File: src/rtl/maple_bus_sequencer.sv
// Maple Bus transaction sequencer: TX enable, bus turnaround, RX wait/timeout.
// Optional MAPLE_SEQ_TX_WATCHDOG_EN aborts if the transmitter never starts.
module maple_bus_sequencer #(
  parameter int CNT_WIDTH         = 11,
  parameter int TO_WIDTH          = 20,
  parameter int TURNAROUND_CYCLES = 16,
  parameter int TX_WD_CYCLES      = 4096
) (
  input  logic                 aclk,
  input  logic                 areset,
  input  logic                 start,
  input  logic                 abort,
  input  logic                 expect_reply,
  input  logic [TO_WIDTH-1:0]  timeout_cycles,
  input  logic [CNT_WIDTH-1:0] tx_data_count,
  input  logic                 transmitting,
  input  logic                 receiving,
  input  logic                 rx_tlast_hs,
  output logic                 tx_enable,
  output logic                 bus_oe,
  output logic                 rx_enable,
  output logic                 busy,
  output logic                 done,
  output logic [1:0]           status
);

  if (TURNAROUND_CYCLES < 1) begin : g_bad_turn
    $error("TURNAROUND_CYCLES must be >= 1");
  end
  if (TX_WD_CYCLES < 1) begin : g_bad_wd
    $error("TX_WD_CYCLES must be >= 1");
  end

  typedef enum logic [2:0] {
    S_IDLE,
    S_TX_WAIT,
    S_TX_ACTIVE,
    S_TURN,
    S_RX_WAIT,
    S_RX_ACTIVE,
    S_DONE
  } state_t;

  localparam logic [1:0] ST_OK    = 2'd0;
  localparam logic [1:0] ST_NOREP = 2'd1;
  localparam logic [1:0] ST_EMPTY = 2'd2;
  localparam logic [1:0] ST_ABORT = 2'd3;

  localparam int TURN_W = $clog2(TURNAROUND_CYCLES + 1);
  localparam logic [TURN_W-1:0] TURN_LAST =
    TURN_W'(TURNAROUND_CYCLES - 1);

  state_t              state_q, state_d;
  logic                exp_q, exp_d;
  logic [TO_WIDTH-1:0] to_q, to_d;
  logic [TO_WIDTH-1:0] tocnt_q, tocnt_d;
  logic [TURN_W-1:0]   turn_q, turn_d;
  logic [1:0]          status_q, status_d;
  logic                tx_en_q, tx_en_d;
  logic                oe_q, oe_d;
  logic                rx_en_q, rx_en_d;
  logic                busy_q, busy_d;
  logic                done_q, done_d;
  logic                to_hit;

`ifdef MAPLE_SEQ_TX_WATCHDOG_EN
  localparam int WD_W = $clog2(TX_WD_CYCLES + 1);
  localparam logic [WD_W-1:0] WD_LAST = WD_W'(TX_WD_CYCLES - 1);
  logic [WD_W-1:0] wd_q, wd_d;
`endif

  // Count equals cycles spent in RX_WAIT so far; fire on the last one.
  assign to_hit = (to_q != '0) && (tocnt_q >= to_q - 1'b1);

  always_comb begin
    state_d  = state_q;
    exp_d    = exp_q;
    to_d     = to_q;
    tocnt_d  = tocnt_q;
    turn_d   = turn_q;
    status_d = status_q;
`ifdef MAPLE_SEQ_TX_WATCHDOG_EN
    wd_d     = wd_q;
`endif
    unique case (state_q)
      S_IDLE: begin
        if (start) begin
          exp_d    = expect_reply;
          to_d     = timeout_cycles;
          status_d = ST_OK;
`ifdef MAPLE_SEQ_TX_WATCHDOG_EN
          wd_d     = '0;
`endif
          if (tx_data_count == '0) begin
            state_d  = S_DONE;
            status_d = ST_EMPTY;
          end else begin
            state_d = S_TX_WAIT;
          end
        end
      end
      S_TX_WAIT: begin
        if (abort) begin
          state_d  = S_DONE;
          status_d = ST_ABORT;
        end else if (transmitting) begin
          state_d = S_TX_ACTIVE;
`ifdef MAPLE_SEQ_TX_WATCHDOG_EN
        end else if (wd_q >= WD_LAST) begin
          state_d  = S_DONE;
          status_d = ST_ABORT;
        end else begin
          wd_d = wd_q + 1'b1;
`endif
        end
      end
      S_TX_ACTIVE: begin
        if (abort) begin
          state_d  = S_DONE;
          status_d = ST_ABORT;
        end else if (!transmitting) begin
          state_d = S_TURN;
          turn_d  = '0;
        end
      end
      S_TURN: begin
        if (abort) begin
          state_d  = S_DONE;
          status_d = ST_ABORT;
        end else if (turn_q >= TURN_LAST) begin
          if (exp_q) begin
            state_d = S_RX_WAIT;
            tocnt_d = '0;
          end else begin
            state_d  = S_DONE;
            status_d = ST_OK;
          end
        end else begin
          turn_d = turn_q + 1'b1;
        end
      end
      S_RX_WAIT: begin
        if (abort) begin
          state_d  = S_DONE;
          status_d = ST_ABORT;
        end else if (receiving) begin
          state_d = S_RX_ACTIVE;
        end else if (to_hit) begin
          state_d  = S_DONE;
          status_d = ST_NOREP;
        end else if (tocnt_q != '1) begin
          tocnt_d = tocnt_q + 1'b1;
        end
      end
      S_RX_ACTIVE: begin
        if (rx_tlast_hs) begin
          state_d  = S_DONE;
          status_d = ST_OK;
        end else if (abort || !receiving) begin
          state_d  = S_DONE;
          status_d = ST_ABORT;
        end
      end
      S_DONE:  state_d = S_IDLE;
      default: state_d = S_IDLE;
    endcase

    tx_en_d = (state_d == S_TX_WAIT) || (state_d == S_TX_ACTIVE);
    oe_d    = tx_en_d;
    rx_en_d = (state_d == S_RX_WAIT) || (state_d == S_RX_ACTIVE);
    busy_d  = (state_d != S_IDLE);
    done_d  = (state_d == S_DONE);
  end

  always_ff @(posedge aclk or posedge areset) begin
    if (areset) begin
      state_q  <= S_IDLE;
      exp_q    <= 1'b0;
      to_q     <= '0;
      tocnt_q  <= '0;
      turn_q   <= '0;
      status_q <= ST_OK;
      tx_en_q  <= 1'b0;
      oe_q     <= 1'b0;
      rx_en_q  <= 1'b0;
      busy_q   <= 1'b0;
      done_q   <= 1'b0;
`ifdef MAPLE_SEQ_TX_WATCHDOG_EN
      wd_q     <= '0;
`endif
    end else begin
      state_q  <= state_d;
      exp_q    <= exp_d;
      to_q     <= to_d;
      tocnt_q  <= tocnt_d;
      turn_q   <= turn_d;
      status_q <= status_d;
      tx_en_q  <= tx_en_d;
      oe_q     <= oe_d;
      rx_en_q  <= rx_en_d;
      busy_q   <= busy_d;
      done_q   <= done_d;
`ifdef MAPLE_SEQ_TX_WATCHDOG_EN
      wd_q     <= wd_d;
`endif
    end
  end

  assign tx_enable = tx_en_q;
  assign bus_oe    = oe_q;
  assign rx_enable = rx_en_q;
  assign busy      = busy_q;
  assign done      = done_q;
  assign status    = status_q;

endmodule

File: config.mk
export PLATFORM = sky130hd
export DESIGN_NAME = maple_bus_sequencer
export DESIGN_NICKNAME = d
export VERILOG_FILES = /design/src/rtl/maple_bus_sequencer.sv
export SDC_FILE = /design/constraint.sdc
export NUM_CORES = 1
export LEC_CHECK = 0
export ABC_CLOCK_PERIOD_IN_PS = 11200
export CAP_MARGIN = 20
export CORE_MARGIN = 10
export CORE_UTILIZATION = 55
export DETAILED_ROUTE_END_ITERATION = 12
export DONT_BUFFER_PORTS = 1
export GPL_TIMING_DRIVEN = 0
export PLACE_DENSITY = 0.7
export SLEW_MARGIN = 20
export SYNTH_ARGS = -nofsm -noshare
export SYNTH_HDL_FRONTEND = slang
export SYNTH_SLANG_ARGS = --single-unit
File: constraint.sdc
create_clock -name aclk -period 11.2 [get_ports aclk]
set_clock_uncertainty 0.2 [all_clocks]
set_input_delay 1.12 -clock aclk [delete_from_list [all_inputs] [get_ports aclk]]
set_output_delay 1.12 -clock aclk [all_outputs]
set_load 0.02 [all_outputs]
==> results.py, run 1 <==
metrics = {
    "place": {
        "portBuffers": 0,
        "hpwl_mm": 6.97,
        "place.gp.congestion": 0.892,
    },
    "sta": {
        "finalSetupTns_ns": 0,
        "fin_crit_sh": 0.424,
        "relSlewSlack": 0.447,
        "tightestPinTransition_ns": 0.828,
        "finalMaxSlewViolations": 0,
        "hold_viol": 0,
        "worst_hold_slack_ns": 0.342,
        "period_minus_slack_ns": 4.75,
        "setup_viol": 0,
        "fmax_mhz": 210,
        "grt_setup_unrepaired": "no",
    },
    "die": {
        "core-area_um2": 6760,
        "row_count": 30,
        "start_util": 0.562,
        "die_width_um": 103,
        "chipHeight_um": 103,
        "io_pins": 46,
        "dieArea_um2": 10600,
    },
    "clock_network": {
        "cts-root-buf": "clkbuf_8",
        "cts_buffer_depth": 2,
        "cts_resized": 0,
        "clk_pin_slew_ns": 0.10,
        "cts_tree": "built",
        "postCtsSetupBuffers": 0,
        "clock_sinks": 55,
        "cts.hold.buffers_added": 0,
        "htree_levels": 2,
        "cts_buffers": 5,
        "worstSkewPairLatency_ns": 0.32,
    },
    "setup_path": {
        "crit_path_cell_trace": "nor4_2 > nand2_1 > nor4_1 > nand2_1 > xor2_1 > ha_1 > nand3_1 > nand2_1 > a221o_1 > a21oi_1 > clkbuf_1 > nor2_2 > or4_1 > nand3_1",
        "rr_worst_depth": 14,
        "path_class": "reg2reg",
        "crit_required_ns": 11.26,
        "cp.arrival_ns": 4.81,
        "end_kind": "register",
        "start_kind": "register",
        "crit_path_frequent_cell": "nand2_1",
        "crit_path_top_delay_cell": "nor4_2",
        "max_stage_delay_ns": 0.56,
        "cp_max_fo": 10,
    },
    "layout": {
        "antennaDiodeCount": 0,
        "nets": 490,
        "area_delta_synth_final_pct": 5.28,
        "layout_commonest_cell": "dfrtp_1",
        "final_cell_mix": "55 x dfrtp_1, 36 x nand2_1, 29 x nor2_1",
        "utilization": 0.591,
        "fill_cells": 601,
        "layout-drive-gt1-share": 0.0958,
    },
    "power": {
        "power_frac_comb": 0.495,
        "intPower_mw": 0.564,
        "power_density_nw_per_um2": 264,
        "p_switching_mw": 0.491,
        "total_power_mw": 1.05,
        "pwr-share-clk": 0.108,
        "p_leak_nw": 1.64,
        "pwr-share-seq": 0.397,
        "irDropWorstVdd_mv": 0.149,
        "swShare": 0.465,
    },
    "global_route": {
        "grt_max_degree": 56,
        "overflow": 0,
        "antenna_found_initial": 0,
        "grt_usage": 0.175,
        "grt_pass1_wl_mm": 15.0,
        "grt_pass1_vias": 3105,
    },
    "status": {
        "status": "finished clean",
    },
    "hold_path": {
        "hold_depth": 2,
        "hold_path_class": "reg2reg",
    },
    "routing": {
        "first_pass_iters": 4,
        "drcViolationCount": 0,
        "drt-total-wl_mm": 8.89,
        "routed-via-count": 3181,
        "ant_nets": 0,
        "viasPerCell": 6.26,
        "drt_iter0_markers": 191,
        "drt-wirelength-per-cell_um": 17.5,
    },
    "run": {
        "maxCapViolations": 0,
    },
    "yosys": {
        "yosys_warnings": 0,
        "post_synth_num_cell_types": 61,
        "ys_seq_area_frac": 0.363,
        "synth_nets": 483,
        "synthCells": 420,
        "syn_avg_cell_area_um2": 9.04,
        "synth_ff_type": "dfrtp_1",
        "ys_async_sr_fraction": 1.00,
        "syn-cell-area_um2": 3790,
        "synth_edf_count": 0,
        "ys_ff_latch": 55,
    },
}
synth_stat cells, types with 3 or more instances:
library cell	count	share of area
dfrtp_1	55	0.36
nand2_1	36	0.036
nor2_1	29	0.029
o21ai_0	25	0.033
ha_1	24	0.079
inv_1	22	0.022
a21oi_1	19	0.025
mux2_2	19	0.056
nand3_1	19	0.025
clkbuf_1	16	0.016
xnor2_1	13	0.030
nor3_1	11	0.015
o211ai_1	11	0.022
or3_1	11	0.018
or4_1	10	0.020
and3_1	9	0.015
nand2b_1	9	0.015
nand4_1	9	0.015
nor4_1	9	0.015
a21o_1	5	0.0099
xor2_1	5	0.012
o22ai_1	4	0.0066
o31ai_1	4	0.0079
a221oi_1	3	0.0069
critical path, delay by kind of cell, from the launching register on:
kind,cells,cell delay [ns]
and+or+nand+nor,9,2.37
AOI/OAI and AO/OA,2,0.78
DFF,1,0.46
buffers and inverters,1,0.41
adders and majority gates,1,0.29
xor gates and xnor gates,1,0.16
per-stage QoR:
step	worst slack, ns	cell area [µm²]	cells
finish	6.45	4000	508
global route	6.17	4000	508
CTS	6.42	4000	508
detailed placement	6.47	3900	500
global placement	6.57	3890	500
floorplan	7.17	3790	420
sequential cells by signal (all words and copies together) (netlist names):
register and count:
bus_oe 1, rx_enable 1, status 2, to_q 20, state_q 3, busy 1, tocnt_q 20, turn_q 5
done 1, exp_q 1
area by class of cell:
cell class                      count  area (µm²)  area share
Multi-Input combinational cell    324        2260       0.566
Sequential cell                    55        1380       0.345
Tap cell                           80         100      0.0251
Inverter                           22        85.1      0.0213
Buffer                             19        82.6      0.0207
Clock buffer                        5        68.8      0.0172
Clock inverter                      3        22.5     0.00564
worst paths after layout:
kind,startpoint,end,slack (ns)
worst max-delay path,to_q[5],tocnt_q[15],6.45
worst min-delay path,turn_q[3],turn_q[3],0.34
worst max register to register,to_q[5],tocnt_q[15],6.45
worst min register to register,turn_q[3],turn_q[3],0.34
max in group asynchronous,areset,tocnt_q[7],9.80
min in group asynchronous,areset,to_q[3],0.56
power by group through the flow:
stage	sequential, mW	clock (mW)	combinational [mW]
floorplan	0.386	0	0.421
global placement	0.418	0	0.495
detailed placement	0.423	0	0.521
CTS	0.418	0.119	0.524
global route	0.436	0.125	0.599
finish	0.419	0.114	0.521
logic make-up (layout without fill, tap and decap cells):
group / count (synthesis) / count (layout) / synth area share
AND/OR/NAND/NOR: 168 / 168 / 0.247
AO/OA/AOI/OAI: 94 / 94 / 0.167
flip-flops: 55 / 55 / 0.363
buffers and inverters: 41 / 49 / 0.0435
adder cells (fa/ha/maj): 24 / 24 / 0.0791
multiplexers: 20 / 20 / 0.0590
XOR/XNOR: 18 / 18 / 0.0415
metal layers:
| metal | vias to the layer above | global-route usage | part of all wire |
|---|---|---|---|
| li1 | 1576 | - | - |
| met1 | 1521 | 0.223 | 0.45 |
| met2 | 73 | 0.281 | 0.48 |
| met3 | 11 | 0.0469 | 0.065 |
| met4 | 0 | 0.0588 | 0.012 |
| met5 | - | 0 | 0 |
No activity file was read; power rests on OpenSTA's default activity.
==> run 2, diff against run 1 <==
--- a/config.mk
+++ b/config.mk
@@ -5,7 +5,7 @@
 export SDC_FILE = /design/constraint.sdc
 export NUM_CORES = 1
 export LEC_CHECK = 0
-export ABC_CLOCK_PERIOD_IN_PS = 11200
+export ABC_CLOCK_PERIOD_IN_PS = 4650
 export CAP_MARGIN = 20
 export CORE_MARGIN = 10
 export CORE_UTILIZATION = 55
==> constraint.sdc (replaced) <==
create_clock -name aclk -period 4.65 [get_ports aclk]
set_clock_uncertainty 0.2 [all_clocks]
set_input_delay 0.465 -clock aclk [delete_from_list [all_inputs] [get_ports aclk]]
set_output_delay 0.465 -clock aclk [all_outputs]
set_load 0.02 [all_outputs]
==> results.py, run 2 (synthesis results as in run 1) <==
metrics = {
    "status": {
        "status": "finished clean",
    },
    "routing": {
        "drt-wirelength-per-cell_um": 17.6,
        "drt_iter0_markers": 196,
        "viasPerCell": 6.28,
        "drt-total-wl_mm": 8.93,
        "first_pass_iters": 4,
        "drcViolationCount": 0,
        "ant_nets": 0,
        "routed-via-count": 3198,
    },
    "die": {
        "row_count": 30,
        "die_width_um": 103,
        "chipHeight_um": 103,
        "start_util": 0.562,
        "core-area_um2": 6760,
        "dieArea_um2": 10600,
        "io_pins": 46,
    },
    "layout": {
        "final_area_um2": 4020,
        "fill_cells": 600,
        "layout_commonest_cell": "dfrtp_1",
        "nets": 491,
        "stdcell_count": 509,
        "multi_input_area_um2": 2270,
        "utilization": 0.595,
        "antennaDiodeCount": 0,
        "layout-drive-gt1-share": 0.103,
        "reg.largest.list": "to_q: 20 flops, tocnt_q: 20 flops, turn_q: 5 flops",
        "final_cell_mix": "55 x dfrtp_1, 36 x nand2_1, 29 x nor2_1",
        "area_delta_synth_final_pct": 5.93,
        "seqCellArea_um2": 1380,
    },
    "setup_path": {
        "path_class": "reg2reg",
        "rr_worst_depth": 14,
        "r2r_start": "to_q[5]",
        "start_kind": "register",
        "startpoint": "to_q[5]",
        "cp.arrival_ns": 4.49,
        "crit_required_ns": 4.71,
        "cp_max_fo": 10,
        "end_kind": "register",
    },
    "run": {
        "maxCapViolations": 0,
    },
    "power": {
        "intPower_mw": 1.36,
        "swShare": 0.467,
        "p_switching_mw": 1.19,
        "pwr-share-seq": 0.395,
        "irDropWorstVdd_mv": 0.363,
        "power_density_nw_per_um2": 636,
        "power_frac_comb": 0.496,
        "p_leak_nw": 1.64,
        "pwr-share-clk": 0.108,
    },
    "sta": {
        "finalSetupTns_ns": 0,
        "fmax_mhz": 226,
        "tightestPinTransition_ns": 0.802,
        "period_minus_slack_ns": 4.43,
        "fin_crit_sh": 0.953,
        "hold_viol": 0,
        "relSlewSlack": 0.464,
        "grt_setup_unrepaired": "yes",
        "layout_setup_ws_ns": 0.221,
        "setup_viol": 0,
        "finalMaxSlewViolations": 0,
    },
    "place": {
        "place.gp.congestion": 0.892,
        "portBuffers": 0,
        "dpl_worst_slack_ns": -0.0831,
        "hpwl_mm": 6.97,
        "dp.cells": 500,
        "dpl_cell_area_um2": 3900,
    },
    "hold_path": {
        "hold_path_class": "in2reg",
        "hold_depth": 2,
        "min_from": "timeout_cycles[1]",
    },
    "clock_network": {
        "cts_buffers": 5,
        "clock_sinks": 55,
        "htree_levels": 2,
        "clk_pin_slew_ns": 0.10,
        "cts_tree": "built",
        "cts_buffer_depth": 2,
        "worstSkewPairLatency_ns": 0.32,
        "cts-root-buf": "clkbuf_8",
    },
    "global_route": {
        "overflow": 0,
        "antenna_found_initial": 0,
        "grt_usage": 0.175,
        "grt_pass1_vias": 3108,
        "grt_pass1_wl_mm": 15.0,
        "grt_max_degree": 56,
    },
}
## run 2: cell types whose count changed in the layout (fill, tap and decap cells not counted)
cell,previous run,this run
o31ai_2,0,1
o31ai_1,4,3
dlygate4sd3_1,0,1
a21oi_1,19,18
nor4_2,1,2
a21oi_2,0,1
nor4_1,9,8
## run 2: cell type report
cell class / count / area share
Multi-Input combinational cell: 324 / 0.566
Sequential cell: 55 / 0.342
Tap cell: 80 / 0.0249
Inverter: 22 / 0.0212
Buffer: 19 / 0.0205
Clock buffer: 5 / 0.0171
Clock inverter: 3 / 0.00560
Timing Repair Buffer: 1 / 0.00249
## run 2: critical path, cell delays in order (launching register included)
cell      delay (ns)
dfrtp_1         0.46
nor4_2          0.55
nand2_1         0.26
nor4_2          0.34
nand2_1         0.11
xor2_1          0.15
ha_1            0.29
nand3_1         0.09
nand2_1         0.05
a221o_1         0.36
a21oi_2         0.28
clkbuf_1        0.42
nor2_2          0.16
or4_1           0.54
nand3_1         0.09
## run 2: path summary, 6_finish.rpt
check | to | slack (ns)
hold / removal | to_q[1] | 0.06
min in group asynchronous | to_q[3] | 0.52
setup / recovery | tocnt_q[15] | 0.22
max in group asynchronous | tocnt_q[7] | 3.29
hold reg to reg | turn_q[3] | 0.34
setup reg to reg | tocnt_q[15] | 0.22
## run 2: routing by layer
metal | track usage | wire (µm) | vias up
met3 | 0.0469 | 529 | 12
met4 | 0.0556 | 115 | 0
li1 | - | - | 1583
met5 | 0 | 0 | -
met1 | 0.223 | 4060 | 1520
met2 | 0.283 | 4230 | 83
## run 2: timing repair
action                     CTS  global route
hold endpoints to repair    55             0
resized for setup            1             2
setup buffers                0             0
setup endpoints to repair    2             6
hold buffers                 1             0
## run 2: power groups by stage
stage / combinational [mW] / clock [mW] / sequential [mW]
6_report: 1.27 / 0.277 / 1.01
5_1_grt: 1.46 / 0.302 / 1.05
4_1_cts: 1.26 / 0.287 / 1.01
3_5_place_dp: 1.26 / 0 / 1.02
3_3_place_gp: 1.19 / 0 / 1.01
2_1_floorplan: 1.01 / 0 / 0.929
## run 2: through the flow
step	hold slack (ns)	total power [mW]
final	0.0591	2.56
after global routing	0.0681	2.81
after CTS	0.0500	2.56
after detailed placement	0.284	2.27
after global placement	0.311	2.20
after floorplan	0.281	1.94
